$ cat config.mk
export PLATFORM = sky130hd
export DESIGN_NAME = act_skew_feeder_flat
export DESIGN_NICKNAME = d
export VERILOG_FILES = /design/src/rtl/act_skew_feeder_if.sv /design/src/rtl/act_skew_feeder.sv /design/src/flat_wrapper.sv
export SDC_FILE = /design/constraint.sdc
export NUM_CORES = 1
export LEC_CHECK = 0
export CORE_ASPECT_RATIO = 1.5
export CORE_UTILIZATION = 65
export DETAILED_ROUTE_END_ITERATION = 10
export PLACE_DENSITY_LB_ADDON = 0.12
export SYNTH_ARGS = -nofsm -noshare
export SYNTH_HDL_FRONTEND = slang
export SYNTH_SLANG_ARGS = --single-unit
$ cat constraint.sdc
create_clock -name clk -period 6.27 [get_ports clk]
set_input_delay 1.5675 -clock clk [delete_from_list [all_inputs] [get_ports clk]]
set_output_delay 1.5675 -clock clk [all_outputs]
set_load 0.01 [all_outputs]
$ cat src/rtl/act_skew_feeder_if.sv
// rtl/act_skew_feeder_if.sv - activation vector input stream for act_skew_feeder
//
// Purpose: groups the vector valid/ready handshake into one bundle.
// Signals:
//   in_valid  master->slave  vector valid
//   in_ready  slave->master  feeder can accept a vector
//   in_data   master->slave  ROWS elements of WORDWIDTH+1 bits, element r at [r*(WORDWIDTH+1) +: WORDWIDTH+1]
//   in_last   master->slave  marks the final vector of a tile
interface act_skew_feeder_if #(
    parameter int WORDWIDTH = 8,
    parameter int ROWS      = 4
);
    logic                            in_valid;
    logic                            in_ready;
    logic [ROWS*(WORDWIDTH+1)-1:0]   in_data;
    logic                            in_last;

    modport master (output in_valid, output in_data, output in_last, input in_ready);
    modport slave  (input in_valid, input in_data, input in_last, output in_ready);
endinterface

$ cat src/rtl/act_skew_feeder.sv
// rtl/act_skew_feeder.sv - skewed activation feeder and mode sequencer for a systolic array
//
// Purpose: buffers activation vectors in a FIFO, pops one per FEED cycle (zero
// bubble when empty) and delays row r by r extra registers so the array sees a
// diagonal wavefront. Sequences pe_mode: PS during FEED/DRAIN, WL in IDLE.
// Ports:
//   clk           rising-edge clock
//   reset_n       asynchronous active-low reset
//   in_if         slave side of the vector stream (valid/ready/data/last)
//   a_out         skewed activations, slice r drives row r
//   pe_mode       mode broadcast to all PEs
//   busy          high in FEED or DRAIN
//   done          one-cycle pulse when a tile finishes draining
//   bubble_count  (only with FEEDER_BUBBLE_COUNT_EN) saturating count of empty-FIFO FEED cycles
// Optional feature macro: FEEDER_BUBBLE_COUNT_EN
module act_skew_feeder #(
    parameter int WORDWIDTH  = 8,
    parameter int ROWS       = 4,
    parameter int FIFO_DEPTH = 8
) (
    input  logic                          clk,
    input  logic                          reset_n,
    act_skew_feeder_if.slave              in_if,
`ifdef FEEDER_BUBBLE_COUNT_EN
    output logic [15:0]                   bubble_count,
`endif
    output logic [ROWS*(WORDWIDTH+1)-1:0] a_out,
    output logic                          pe_mode,
    output logic                          busy,
    output logic                          done
);
    localparam int  EW = WORDWIDTH + 1;
    localparam int  VW = ROWS * EW;
    localparam int  AW = (FIFO_DEPTH > 1) ? $clog2(FIFO_DEPTH) : 1;
    localparam int  CW = $clog2(ROWS + 1);
    localparam logic PEMODE_WL = 1'b0;
    localparam logic PEMODE_PS = 1'b1;

    typedef enum logic [1:0] {S_IDLE, S_FEED, S_DRAIN} state_t;

    state_t          state_q, state_d;
    logic [VW-1:0]   mem_data_q [FIFO_DEPTH];
    logic [VW-1:0]   mem_data_d [FIFO_DEPTH];
    logic            mem_last_q [FIFO_DEPTH];
    logic            mem_last_d [FIFO_DEPTH];
    logic [AW-1:0]   wr_ptr_q, wr_ptr_d, rd_ptr_q, rd_ptr_d;
    logic [AW:0]     count_q, count_d;
    logic [CW-1:0]   drain_cnt_q, drain_cnt_d;
    logic            last_seen_q, last_seen_d;
    logic            in_ready_q, in_ready_d;
    logic            pe_mode_q, pe_mode_d;
    logic            busy_q, busy_d;
    logic            done_q, done_d;
`ifdef FEEDER_BUBBLE_COUNT_EN
    logic [15:0]     bubble_q, bubble_d;
`endif

    logic            push, pop;
    logic [VW-1:0]   stage_in;

    always_comb begin
        push     = in_if.in_valid & in_ready_q;
        pop      = (state_q == S_FEED) && (count_q != '0);
        // Bubbles enter the same skew path as data, so rows carry zeros where nothing was popped.
        stage_in = pop ? mem_data_q[rd_ptr_q] : '0;

        state_d     = state_q;
        mem_data_d  = mem_data_q;
        mem_last_d  = mem_last_q;
        wr_ptr_d    = wr_ptr_q;
        rd_ptr_d    = rd_ptr_q;
        count_d     = count_q;
        drain_cnt_d = drain_cnt_q;
        last_seen_d = last_seen_q;
        done_d      = 1'b0;
`ifdef FEEDER_BUBBLE_COUNT_EN
        bubble_d    = bubble_q;
`endif

        if (push) begin
            mem_data_d[wr_ptr_q] = in_if.in_data;
            mem_last_d[wr_ptr_q] = in_if.in_last;
            wr_ptr_d             = wr_ptr_q + AW'(1);
            if (in_if.in_last) last_seen_d = 1'b1;
        end
        if (pop) rd_ptr_d = rd_ptr_q + AW'(1);
        case ({push, pop})
            2'b10:   count_d = count_q + (AW+1)'(1);
            2'b01:   count_d = count_q - (AW+1)'(1);
            default: count_d = count_q;
        endcase

        case (state_q)
            S_IDLE: begin
                if (push) begin
                    state_d  = S_FEED;
`ifdef FEEDER_BUBBLE_COUNT_EN
                    bubble_d = '0;
`endif
                end
            end
            S_FEED: begin
`ifdef FEEDER_BUBBLE_COUNT_EN
                if (!pop && bubble_q != 16'hFFFF) bubble_d = bubble_q + 16'd1;
`endif
                if (pop && mem_last_q[rd_ptr_q]) begin
                    if (ROWS == 1) begin
                        state_d     = S_IDLE;
                        done_d      = 1'b1;
                        last_seen_d = 1'b0;
                    end else begin
                        // Counter counts down to zero, giving ROWS-1 DRAIN cycles.
                        state_d     = S_DRAIN;
                        drain_cnt_d = CW'(ROWS - 2);
                    end
                end
            end
            S_DRAIN: begin
                if (drain_cnt_q == '0) begin
                    state_d     = S_IDLE;
                    done_d      = 1'b1;
                    last_seen_d = 1'b0;
                end else begin
                    drain_cnt_d = drain_cnt_q - CW'(1);
                end
            end
            default: state_d = S_IDLE;
        endcase

        pe_mode_d  = (state_d != S_IDLE) ? PEMODE_PS : PEMODE_WL;
        busy_d     = (state_d != S_IDLE);
        // Registered ready is computed from next-cycle occupancy, so it never admits a push into a full FIFO.
        in_ready_d = (count_d != (AW+1)'(FIFO_DEPTH)) && (state_d != S_DRAIN) && !last_seen_d;
    end

    always_ff @(posedge clk or negedge reset_n) begin
        if (!reset_n) begin
            state_q     <= S_IDLE;
            mem_data_q  <= '{default: '0};
            mem_last_q  <= '{default: 1'b0};
            wr_ptr_q    <= '0;
            rd_ptr_q    <= '0;
            count_q     <= '0;
            drain_cnt_q <= '0;
            last_seen_q <= 1'b0;
            in_ready_q  <= 1'b0;
            pe_mode_q   <= PEMODE_WL;
            busy_q      <= 1'b0;
            done_q      <= 1'b0;
`ifdef FEEDER_BUBBLE_COUNT_EN
            bubble_q    <= '0;
`endif
        end else begin
            state_q     <= state_d;
            mem_data_q  <= mem_data_d;
            mem_last_q  <= mem_last_d;
            wr_ptr_q    <= wr_ptr_d;
            rd_ptr_q    <= rd_ptr_d;
            count_q     <= count_d;
            drain_cnt_q <= drain_cnt_d;
            last_seen_q <= last_seen_d;
            in_ready_q  <= in_ready_d;
            pe_mode_q   <= pe_mode_d;
            busy_q      <= busy_d;
            done_q      <= done_d;
`ifdef FEEDER_BUBBLE_COUNT_EN
            bubble_q    <= bubble_d;
`endif
        end
    end

    // Row r is a chain of r+1 element registers; the oldest entry sits in the top slice.
    for (genvar r = 0; r < ROWS; r++) begin : g_row
        logic [EW*(r+1)-1:0] chain_q, chain_d;
        if (r == 0) begin : g_first
            always_comb chain_d = stage_in[EW-1:0];
        end else begin : g_rest
            always_comb chain_d = {chain_q[EW*r-1:0], stage_in[r*EW +: EW]};
        end
        always_ff @(posedge clk or negedge reset_n) begin
            if (!reset_n) chain_q <= '0;
            else          chain_q <= chain_d;
        end
        assign a_out[r*EW +: EW] = chain_q[EW*(r+1)-1 -: EW];
    end

    assign in_if.in_ready = in_ready_q;
    assign pe_mode        = pe_mode_q;
    assign busy           = busy_q;
    assign done           = done_q;
`ifdef FEEDER_BUBBLE_COUNT_EN
    assign bubble_count   = bubble_q;
`endif
endmodule
$ cat src/flat_wrapper.sv
// flat-port wrapper written by rule: the top's interface ports become plain ports
module act_skew_feeder_flat 
#(
    parameter int WORDWIDTH  = 8,
    parameter int ROWS       = 4,
    parameter int FIFO_DEPTH = 8
)
  (clk, reset_n, a_out, pe_mode, busy, done, in_if_in_valid, in_if_in_data, in_if_in_last, in_if_in_ready);
  act_skew_feeder_if #(.WORDWIDTH(WORDWIDTH), .ROWS(ROWS)) in_if_i ();
  input  logic clk;
  input  logic reset_n;
  output logic [ROWS*(WORDWIDTH+1)-1:0] a_out;
  output logic pe_mode;
  output logic busy;
  output logic done;
  input wire logic [$bits(in_if_i.in_valid)-1:0] in_if_in_valid;
  input wire logic [$bits(in_if_i.in_data)-1:0] in_if_in_data;
  input wire logic [$bits(in_if_i.in_last)-1:0] in_if_in_last;
  output wire logic [$bits(in_if_i.in_ready)-1:0] in_if_in_ready;
  assign in_if_i.in_valid = in_if_in_valid;
  assign in_if_i.in_data = in_if_in_data;
  assign in_if_i.in_last = in_if_in_last;
  assign in_if_in_ready = in_if_i.in_ready;
  act_skew_feeder #(.WORDWIDTH(WORDWIDTH), .ROWS(ROWS), .FIFO_DEPTH(FIFO_DEPTH)) u_core (.clk(clk), .reset_n(reset_n), .in_if(in_if_i), .a_out(a_out), .pe_mode(pe_mode), .busy(busy), .done(done));
endmodule
Word level (Yosys, flattened, before mapping)
Cells that the tools add are included.
{ "totals": {"inputBits": 40, "out_inout_bits": 40, "wordCells": 89, "reg_bits": 406} }
{ "classes": {"n_addsub": 5, "n_lt_le_gt_ge": 3, "reduce_logical": 12, "muxes": 28, "bitwise_logic": 3, "n_eq_ne": 8} }
{ "op_table": {"columns": ["op", "n"], "rows": [
  ["bitwise mux 288 bit", 1],
  ["two-way mux 36 bit", 4],
  ["binary-select mux 36 bit (select 3 bit)", 1],
  ["demux 36 bit (select 3 bit)", 1],
  ["two-way mux 1 bit", 10],
  ["bitwise mux 8 bit", 1],
  [">= comparator 4 bit, second input constant", 2],
  ["inverter 3 -> 4 bit", 2],
  ["one-hot mux 4 bit (2 select lines)", 1],
  ["adder 3 x 1 -> 3 bit, second input constant", 2],
  ["two-way mux 2 bit", 3],
  ["two-way mux 3 bit", 2],
  ["!= test 2 bit, second input constant", 3],
  ["one-hot mux 2 bit (3 select lines)", 1],
  ["one-hot mux 3 bit (2 select lines)", 1],
  ["logical AND 1 bit", 5],
  ["adder 4 x 1 -> 4 bit, second input constant", 1],
  ["equality test 2 x 1 -> 1 bit, second input constant", 2],
  ["equality test 2 bit, second input constant", 2],
  ["less-than comparator 4 x 1 -> 1 bit, second input constant", 1],
  ["!= test 4 bit, second input constant", 1],
  ["nonzero test 2 bit", 2],
  ["nonzero test 4 bit", 1],
  ["subtractor 4 x 1 -> 4 bit, second input constant", 1],
  ["other kinds (8)", 8]
]} }

Longest topological paths before layout
{ "logic_depth": {"word_depth": 10, "ltp_mapped": 12, "ltp_nobuf": 11} }

Worst setup path before layout
Ideal clock, no wire load.
{ "synth_timing": {"kind": "input port to flip-flop", "start": "input port in_if_in_valid", "end": "register u_core.in_ready_q (netlist: u_core.in_if.in_ready)", "stages": 10, "slack_ns": 3.081, "setup_time_ns": 0.099, "t_arrival_ns": 3.090, "required_time_ns": 6.171, "n_path_buf": 1, "cell_sequence": "nand2_4 > ha_1 > clkbuf_1 > xor2_1 > ha_1 > a21oi_1 > xnor2_1 > nand2b_1 > xor2_1 > a311oi_1"} }
{ "synth_via": {"elab_chain_cells": 6, "elab_cells_between_ends": 14, "cone_classes": "eq/ne (4); mux (6); bitwise (1); reduce/logical (3)"} }
{ "synth_lines": {"columns": ["element", "line", "source"], "rows": [
  ["from (decl)", "flat_wrapper.sv:16", "input wire logic [$bits(in_if_i.in_valid)-1:0] in_if_in_valid;"],
  ["AND 1 bit *", "act_skew_feeder.sv:62", "push = in_if.in_valid & in_ready_q;"],
  ["equality test 2 x 1 -> 1 bit, or another cell as far along", "act_skew_feeder.sv:87", "case ({push, pop})"],
  ["one-hot mux 4 bit (2 select lines), or another cell as far along", "act_skew_feeder.sv:87", null],
  ["!= test 4 bit, or another cell as far along", "act_skew_feeder.sv:133", "in_ready_d = (count_d != (AW+1)'(FIFO_DEPTH)) && (state_d != S_DRAIN) && !last_seen_d;"],
  ["logical AND 1 bit or logical NOT 1 bit (tied branches)", "act_skew_feeder.sv:133", null],
  ["logical AND 1 bit *", "act_skew_feeder.sv:133", null],
  ["net u_core.in_ready_d", "act_skew_feeder.sv:50", "logic in_ready_q, in_ready_d;"],
  ["to (signal assigned)", "act_skew_feeder.sv:162", "in_ready_q <= in_ready_d;"],
  ["to (decl)", "act_skew_feeder.sv:50", null]
]} }
The timed path passes the listed nets; every way through them passes the cells marked *.
A chain may end at the register's enable or synchronous reset.

Worst setup path in the final report
{ "layout_timing": {"start": "input port in_if_in_valid", "end": "register u_core.mem_data_q[87] (netlist name)"} }
{ "layout_via": {"elab_chain_cells": 1} }
{ "layout_lines": {"columns": ["element", "line", "source"], "rows": [
  ["AND 1 bit", "act_skew_feeder.sv:62", null],
  ["to (signal assigned)", "act_skew_feeder.sv:155", "mem_data_q <= mem_data_d;"],
  ["to (decl)", "act_skew_feeder.sv:42", "logic [VW-1:0] mem_data_q [FIFO_DEPTH];"]
]} }
Every way passes these cells.

==> flow_summary.json <==
{
  "status": "finished clean",
  "clockRootBuffer": "clkbuf_16",
  "cts.sinks": 405,
  "tns_ns": 0,
  "synth_edf_count": 0,
  "setup_violations": 0,
  "syn_avg_cell_area_um2": 16.8,
  "maxCapViolCount": 0,
  "wirelength_um": 31600,
  "gp_congestion": 0.716,
  "synth_compound_area_frac": 0.00373,
  "cpPeakStageDelay_ns": 0.73,
  "swShare": 0.280,
  "path_cells": "clkdlybuf4s50_1 -> nand2_4 -> nor3_4 -> buf_4 -> mux2_2",
  "antenna_found_initial": 0,
  "die_w_um": 133,
  "ys_seq_area_frac": 0.604,
  "ys_top_cells_by_count": "405 x dfrtp_1, 262 x mux2_2, 73 x mux4_2",
  "fin_skew_ns": 0.0101,
  "synth_fa_ha_area_frac": 0.00522,
  "yosys-top-cells-area": "dfrtp_1 60%, mux2_2 18%, mux4_2 9.8%, mux2_4 2.7%, mux2i_1 2.4%",
  "period_needed_ns": 3.70,
  "finish.utilization": 0.751,
  "hold_viol_final": 0,
  "pin_count": 80,
  "intPower_mw": 6.78,
  "p_leak_nw": 8.81,
  "max_freq_mhz": 271,
  "post_cts_buffers": 0,
  "ys_ff_latch": 405,
  "yosysMostFrequentCell": "dfrtp_1",
  "drc": 0,
  "relSlewSlack": 0.250,
  "die_h_um": 199,
  "slew_violations": 0,
  "cts_buffers": 38,
  "die-area_um2": 26500,
  "wl_per_cell_um": 22.4,
  "netlist_area_um2": 16800,
  "synth-simple-area-share": 0.0220,
  "rsz0062_at_grt": "false",
  "viasPerCell": 6.09,
  "htreeDepth": 2,
  "synth_top_flop_cell": "dfrtp_1",
  "required_ns": 6.68,
  "finalNetCount": 1101,
  "drtAntennaViolNets": 0,
  "grt-ovfl-total": 0,
  "synth_top_family_by_area": "multiplexers",
  "num_rows": 71,
  "yosysTopAreaCell": "dfrtp_1",
  "synth_fp_nets": 1048,
  "max-clock-path-buffers": 3,
  "grt_pass1_vias": 9329,
  "p_comb_frac": 0.289,
  "power.share.clock": 0.253,
  "synthDistinctLibCells": 37,
  "setup_ws_ns": 2.57,
  "start_kind": "input pin",
  "place_ws_ns": 2.11,
  "dp.final_hpwl_um": 17100,
  "clk_latency_ns": 0.53,
  "area_delta_synth_final_pct": 12.9,
  "yosysWarnings": 0,
  "synthArstFlopShare": 1.00,
  "vdd_ir_drop_max_v": 0.000272,
  "drt_iter0_markers": 387,
  "synth_top_area_frac": 0.604,
  "tightest_slew_ns": 1.13,
  "ctsHoldBuffers": 0,
  "fin_crit_sh": 0.590,
  "drive_gt1_frac": 0.420,
  "grt_max_degree": 127,
  "initial_core_util": 0.665,
  "synth-xor-area-share": 0.00574,
  "slowest_stage": "nor3_4",
  "grt_pass1_wl_um": 51700,
  "drtPass1Iterations": 5,
  "end_kind": "flop",
  "via_count": 8573,
  "gr-usage-all-layers": 0.258,
  "cts_tree": "done",
  "path_class": "input pin to flop",
  "clkSlewWorstSetupHoldPaths_ns": 0.06,
  "pwr-share-seq": 0.458,
  "power_switching_mw": 2.64,
  "power_density_nw_per_um2": 498,
  "placed_area_um2": 17600,
  "cp_max_fo": 27,
  "synth_cells": 1001,
  "hold_class": "flop to flop",
  "final_cell_area_um2": 18900,
  "synth_mux_area_frac": 0.329,
  "io_buffers": 79,
  "antenna_cells": 0,
  "cts_resized": 0,
  "core_area_um2": 25200,
  "arrival_ns": 4.11
}
-- critical path, delay by kind of cell --
family                 cells  cell delay, ns
buffers and inverters      2            1.21
muxes                      1            0.41
and+or+nand+nor            2            0.90
-- cell usage in the layout, fill, tap and decap left out, types with 2 or more instances in the layout --
| master | count |
|---|---|
| ha_1 | 7 |
| nand2_1 | 6 |
| nor3_4 | 3 |
| inv_1 | 4 |
| bufinv_16 | 5 |
| xor2_1 | 5 |
| nor2b_1 | 2 |
| nor3_1 | 2 |
| nand3_1 | 3 |
| clkinvlp_4 | 2 |
| dfrtp_1 | 402 |
| inv_6 | 2 |
| a21oi_1 | 3 |
| clkdlybuf4s50_1 | 78 |
| buf_4 | 14 |
| nand2b_1 | 4 |
| dfrtp_4 | 2 |
| mux2_2 | 262 |
| nor2_1 | 40 |
| nor2_4 | 3 |
| mux2i_1 | 40 |
| xnor2_1 | 6 |
| o21ai_0 | 2 |
| mux4_2 | 73 |
| clkinv_2 | 6 |
| clkbuf_16 | 39 |
| mux2_1 | 7 |
| clkbuf_8 | 6 |
| clkbuf_1 | 6 |
| mux2_4 | 30 |
-- through the flow --
stage,power [mW],std cells,hold slack (ns)
global placement,6.96,1342,0.332
finish,9.43,1408,0.345
floorplan,6.35,1001,0.331
global route,9.92,1408,0.355
CTS,9.52,1408,0.349
detailed placement,7.09,1342,0.335
-- sequential cells by signal, indices dropped and copies added (netlist names), 2 cells and up --
signal and flops:
u_core.state_q 2, u_core.wr_ptr_q 3, u_core.drain_cnt_q 3, u_core.g_row.chain_q 90, u_core.count_q 4, u_core.rd_ptr_q 3
u_core.mem_data_q 288, u_core.mem_last_q 8
-- metal layers --
| layer | share of wire | global-route usage | up-vias | wire (um) |
|---|---|---|---|---|
| met4 | 0.025 | 0.0892 | 0 | 804 |
| met2 | 0.52 | 0.440 | 148 | 16600 |
| met5 | 0 | 0 | - | 0 |
| met1 | 0.42 | 0.346 | 4668 | 13400 |
| met3 | 0.028 | 0.0321 | 59 | 881 |
| li1 | - | - | 3698 | - |
-- power by group through the flow --
stage	clock network, mW	registers [mW]	logic [mW]
after floorplan	0	4.02	2.32
after global placement	0	4.30	2.67
after detailed placement	0	4.35	2.74
after CTS	2.43	4.33	2.77
after global routing	2.53	4.46	2.93
final	2.38	4.32	2.72
-- path summary, 6_finish.rpt --
path / cells past startpoint / endpoint / startpoint / slack, ns
hold / removal: 0 / u_core.g_row[2].chain_q[9] / u_core.g_row[2].chain_q[0] / 0.35
setup reg to reg: 12 / u_core.in_if.in_ready / u_core.count_q[0] / 2.95
min in group asynchronous: 1 / u_core.drain_cnt_q[0] / reset_n / 1.15
hold reg to reg: 0 / u_core.g_row[2].chain_q[9] / u_core.g_row[2].chain_q[0] / 0.35
max in group asynchronous: 2 / u_core.mem_data_q[84] / reset_n / 3.82
setup / recovery: 5 / u_core.mem_data_q[87] / in_if_in_valid / 2.57
-- layout make-up --
cell class                      count  area [um2]
Inverter                            4        15.0
Tap cell                          328         410
Sequential cell                   405       10100
Timing Repair Buffer               94         921
Clock inverter                     15         213
Fill cell                        1560        6290
Clock buffer                       51        1080
Multi-Input combinational cell    511        6160
-- cells by family after synthesis --
| group | Yosys count |
|---|---|
| compound gates | 10 |
| xor+xnor | 11 |
| fa+ha+maj | 7 |
| buf+inv | 85 |
| flops | 405 |
| mux | 412 |
| simple gates | 71 |
No activity file was read; power rests on OpenSTA's default activity.
